$ cat config.mk
export PLATFORM = sky130hd
export DESIGN_NAME = sprite_table
export DESIGN_NICKNAME = d
export VERILOG_FILES = /design/src/rtl/sprite_table.sv
export SDC_FILE = /design/constraint.sdc
export NUM_CORES = 2
export LEC_CHECK = 0
export ABC_AREA = 1
export BUFFER_PORTS_ARGS = -buffer_cell sky130_fd_sc_hd__buf_2
export CORE_MARGIN = 8
export CORE_UTILIZATION = 25
export DETAILED_ROUTE_END_ITERATION = 16
export PLACE_DENSITY = 0.47
export SLEW_MARGIN = 20
export SYNTH_ARGS = -nofsm -noshare
export SYNTH_HDL_FRONTEND = slang
export SYNTH_SLANG_ARGS = --single-unit
$ cat constraint.sdc
create_clock -name clk -period 5.4 [get_ports clk]
set_input_delay 0.27 -clock clk [delete_from_list [all_inputs] [get_ports clk]]
set_output_delay 0.27 -clock clk [all_outputs]
set_load 0.01 [all_outputs]
$ cat src/rtl/sprite_table.sv
// Double-buffered sprite attribute table: the bus writes a pending bank, and an armed
// commit copies it into the active bank one entry per cycle starting at vblank.
module sprite_table #(
   parameter int NUM_SPRITES = 20,
   parameter int VBLANK_LINE = 480
) (
   input  logic        clk,
   input  logic        reset,
   input  logic        chipselect,
   input  logic        write,
   input  logic        read,
   input  logic [4:0]  address,
   input  logic [31:0] gl_input,
   output logic [31:0] readdata,
   input  logic [9:0]  VGA_VCOUNT,
   input  logic [4:0]  rd_index,
   output logic [24:0] rd_sprite,
   output logic        commit_busy,
   output logic [15:0] frame_count
);

   typedef enum logic [1:0] {IDLE, ARMED, COPY} state_t;

   localparam logic [4:0] NUM_S    = 5'(NUM_SPRITES);
   localparam logic [4:0] LAST_IDX = 5'(NUM_SPRITES - 1);
   localparam logic [9:0] VB_LINE  = 10'(VBLANK_LINE);
   localparam logic [4:0] CTRL_ADR = 5'd30;
   localparam logic [4:0] STAT_ADR = 5'd31;

   logic [24:0] pending_q [NUM_SPRITES];
   logic [24:0] active_q  [NUM_SPRITES];

   state_t      state_q, state_d;
   logic [4:0]  idx_q, idx_d;
   logic        rearm_q, rearm_d;
   logic [15:0] frame_count_q, frame_count_d;
   logic [31:0] readdata_q, readdata_d;
   logic [24:0] rd_sprite_q, rd_sprite_d;
   logic [9:0]  vcount_q;

   logic        wr_en, rd_en, pend_hit, commit_req, vblank_edge, copy_en;
   logic [31:0] status;
   logic        unused_bits;

   assign unused_bits = ^gl_input[31:25];

   assign wr_en       = chipselect && write;
   assign rd_en       = chipselect && read;
   assign pend_hit    = (address < NUM_S);
   assign commit_req  = wr_en && (address == CTRL_ADR) && gl_input[0];
   assign vblank_edge = (VGA_VCOUNT == VB_LINE) && (vcount_q != VB_LINE);
   assign status      = {frame_count_q, 13'b0, rearm_q, state_q == COPY, state_q == ARMED};

   always_comb begin
      state_d       = state_q;
      idx_d         = idx_q;
      rearm_d       = rearm_q;
      frame_count_d = frame_count_q;
      copy_en       = 1'b0;
      case (state_q)
         IDLE: begin
            // A vblank edge coinciding with the request is deliberately not used.
            if (commit_req) state_d = ARMED;
         end
         ARMED: begin
            if (vblank_edge) begin
               state_d = COPY;
               idx_d   = 5'd0;
            end
         end
         COPY: begin
            copy_en = 1'b1;
            if (idx_q == LAST_IDX) begin
               frame_count_d = frame_count_q + 16'd1;
               rearm_d       = 1'b0;
               idx_d         = 5'd0;
               state_d       = (rearm_q || commit_req) ? ARMED : IDLE;
            end else begin
               idx_d = idx_q + 5'd1;
               if (commit_req) rearm_d = 1'b1;
            end
         end
         default: state_d = IDLE;
      endcase
   end

   always_comb begin
      readdata_d = readdata_q;
      if (rd_en) begin
         if (pend_hit)                 readdata_d = {7'b0, pending_q[address]};
         else if (address == STAT_ADR) readdata_d = status;
         else                          readdata_d = 32'd0;
      end
      rd_sprite_d = (rd_index < NUM_S) ? active_q[rd_index] : 25'd0;
   end

   always_ff @(posedge clk) begin
      if (reset) begin
         state_q       <= IDLE;
         idx_q         <= 5'd0;
         rearm_q       <= 1'b0;
         frame_count_q <= 16'd0;
         readdata_q    <= 32'd0;
         rd_sprite_q   <= 25'd0;
         vcount_q      <= 10'd0;
      end else begin
         state_q       <= state_d;
         idx_q         <= idx_d;
         rearm_q       <= rearm_d;
         frame_count_q <= frame_count_d;
         readdata_q    <= readdata_d;
         rd_sprite_q   <= rd_sprite_d;
         vcount_q      <= VGA_VCOUNT;
      end
   end

   // Non-blocking update means the copy sees pending as it was before this cycle's write.
   always_ff @(posedge clk) begin
      if (reset) begin
         for (int i = 0; i < NUM_SPRITES; i++) begin
            pending_q[i] <= 25'd0;
            active_q[i]  <= 25'd0;
         end
      end else begin
         if (wr_en && pend_hit) pending_q[address] <= gl_input[24:0];
         if (copy_en)           active_q[idx_q]    <= pending_q[idx_q];
      end
   end

   assign readdata    = readdata_q;
   assign rd_sprite   = rd_sprite_q;
   assign commit_busy = (state_q != IDLE);
   assign frame_count = frame_count_q;

endmodule

==> qor.txt <==
Mapped Cells = 7414
Die H = 534 um
Final Skew = 0.0752 ns
Final core area utilization = 0.288
Pleak = 30.9 nW
Port Buffers = 123
Via/cell ratio = 4.62
CTS Hold Buffers Added = 40
Detailed Route WL = 232 mm
Worst setup EP type = register
Wire length on met2 = 109 mm
Crit start category = register
Io pins = 131
WL/cell = 20.6 um
Flip-flop and latch count after synthesis = 1408
Setup violators final = 0
Nets = 7659
Num CTS Buffers = 168
Post-DP HPWL = 137 mm
Postcts setup bufs = 0
Setup TNS = 0 ns
Post-Place Worst Slack = 1.60 ns
Syn. warnings = 0
CTS Sinks = 1408
Routed vias = 52100
Layout Area Growth over Synthesis = 14.9%
Root Driver = clkbuf_16
RSZ-0062 raised after global routing = no
# rows = 190
Total power = 0.0258 W
Largest net degree at the start of global routing = 129
Slew Limit Fails = 0
DR WL met3 = 17.3 mm
Router iterations before antenna repair = 5
First-pass GRT wire length = 338 mm
Core area = 268000 um2
Cell area after synthesis = 67200 um2
Sequential share of the synthesized area = 0.615
Max rail drop VDD = 0.000240 V
PD cells = 334 nW/um2
Antenna Violating Nets Remaining = 0
TritonCTS clock tree = yes
Avg Inst Size Synth = 9.06 um2
Max cap viols = 0
Final hold vios = 0
Worst Path Arrival = 4.15 ns
Yosys top cell area share = 0.586
Final instance area = 77200 um2
Post-DP Area = 71400 um2
Initial cell density of the core = 0.251
CP Data Required Time = 6.02 ns
Initial antenna violation count = 23
Clock Tree Buf Depth = 4
PostCTS Resize Cnt = 0
Final period utilization = 0.653
Total grt overflow = 0
Max Clk Rate = 284 MHz
Top sig layer = met5
Setup Crit Path Kind = register to register
Worst-Margin Slew = 1.18 ns
Tmin final = 3.52 ns
RePlAce Congestion = 0.864
GRT Util Overall = 0.156
H-tree depth = 4
Vias in the first global route = 49900
Initial DRC count = 4885
Share of layout cells above drive strength 1 = 0.0933
WL met1 = 98.8 mm
Reg clk slew, reported paths = 0.06 ns
Area contributors post-synth = edfxtp_1 (59%), nand2_1 (15%), nor2_1 (6.6%)
Die Footprint = 286000 um2
Synth unique cells = 35
Worst slew margin = 0.217
Cell taking the most area after synthesis = edfxtp_1
Worst-Skew Late Latency = 0.85 ns
Status = finished clean
Crit Path Max Fanout = 68
Setup ws final = 1.88 ns
Worst hold-check path type = input port to register
DRC Markers = 0
Die W = 534 um
[synthesized netlist by cell type, drive strengths merged]
cell type     n
nand4        11
o211ai        4
nor3b         3
clkinv        9
o22ai        25
a22oi        27
dfxtp        96
nor3         17
edfxtp     1312
a21oi        77
xor2          3
o221ai        5
o21ai       233
conb          1
nand2      2737
inv         122
clkbuf      198
ha            5
buf         366
a31oi         1
nand3       849
or2           1
nor2       1312
[per-stage QoR]
| stage | hold slack [ns] | std cells |
|---|---|---|
| final | 0.121 | 11300 |
| after global routing | 0.130 | 11300 |
| after CTS | 0.0607 | 11300 |
| after detailed placement | 0.457 | 10900 |
| after global placement | 0.454 | 10900 |
| after floorplan | 0.369 | 7713 |
[worst max-delay path, cell delays in order (launching register included)]
cell and delay (ns):
dfxtp_4 0.75, clkinv_8 0.52, buf_4 0.48, nand3_1 0.14, nand3_1 0.07, nand2_1 0.13
nand2_1 0.10, nand2_1 0.14, nand2_1 0.09, nand2_1 0.30, inv_2 0.28, nor2_1 0.16
[path summary, 6_finish.rpt]
| path | start | depth (start not counted) | end | slack (ns) |
|---|---|---|---|---|
| worst min-delay path | address[4] | 6 | readdata[23]$_SDFFE_PP0P_ | 0.12 |
| worst min register to register | readdata[4]$_SDFFE_PP0P_ | 2 | readdata[4]$_SDFFE_PP0P_ | 0.46 |
| worst max-delay path | register | 11 | active_q[4][24]$_SDFFCE_PN0P_ | 1.88 |
| worst max register to register | register | 11 | active_q[4][24]$_SDFFCE_PN0P_ | 1.88 |
[power breakdown]
group | internal [W] | switching (W)
clock | 0.00661 | 0.00467
combinational | 0.000431 | 0.00140
sequential | 0.0125 | 0.000188
total | 0.0195 | 0.00625
[cell type report]
| type | instances | area [um2] |
|---|---|---|
| sequential | 1408 | 41300 |
| antenna | 7 | 17.5 |
| clock buffer | 199 | 4540 |
| clock inverter | 95 | 811 |
| tap | 3552 | 4440 |
| multi-input combinational | 5610 | 23500 |
| timing repair buffer | 278 | 2060 |
| fill | 28300 | 190000 |
| inverter | 131 | 534 |
[registers in the layout (all words and copies together), names as in the netlist, named ones only]
signal       count
rearm_q          1
rd_sprite       25
idx_q            5
frame_count     16
readdata        32
active_q       512
pending_q      800
state_q          2
vcount_q        10
[cells by family after synthesis]
| kind of cell | Yosys count | synth area share |
|---|---|---|
| XOR/XNOR | 3 | 0.000391 |
| other | 1 | 0.0000558 |
| adder cells (fa/ha/maj) | 5 | 0.000931 |
| flip-flops | 1408 | 0.615 |
| AO/OA/AOI/OAI | 372 | 0.0297 |
| AND/OR/NAND/NOR | 4930 | 0.300 |
| buffers and inverters | 695 | 0.0538 |
[cells in the final DEF (no fill, tap or decap), types with 35 or more instances in the layout]
| cell type | instances |
|---|---|
| inv_1 | 86 |
| buf_4 | 105 |
| nand2_1 | 2675 |
| conb_1 | 300 |
| dfxtp_1 | 92 |
| clkinv_1 | 42 |
| nand3_1 | 849 |
| a21oi_1 | 76 |
| nor2_2 | 122 |
| nand2_2 | 51 |
| clkinv_2 | 35 |
| edfxtp_1 | 1312 |
| clkbuf_16 | 176 |
| buf_2 | 118 |
| dlygate4sd3_1 | 40 |
| o21ai_0 | 219 |
| nor2_1 | 1181 |
[per-layer routing]
metal / vias to the layer above / global-route usage
met5: - / 0
met4: 8 / 0.0495
met3: 398 / 0.0287
met2: 1950 / 0.259
met1: 25300 / 0.207
li1: 24500 / -
Note: power is estimated with default switching activity, not from simulation.
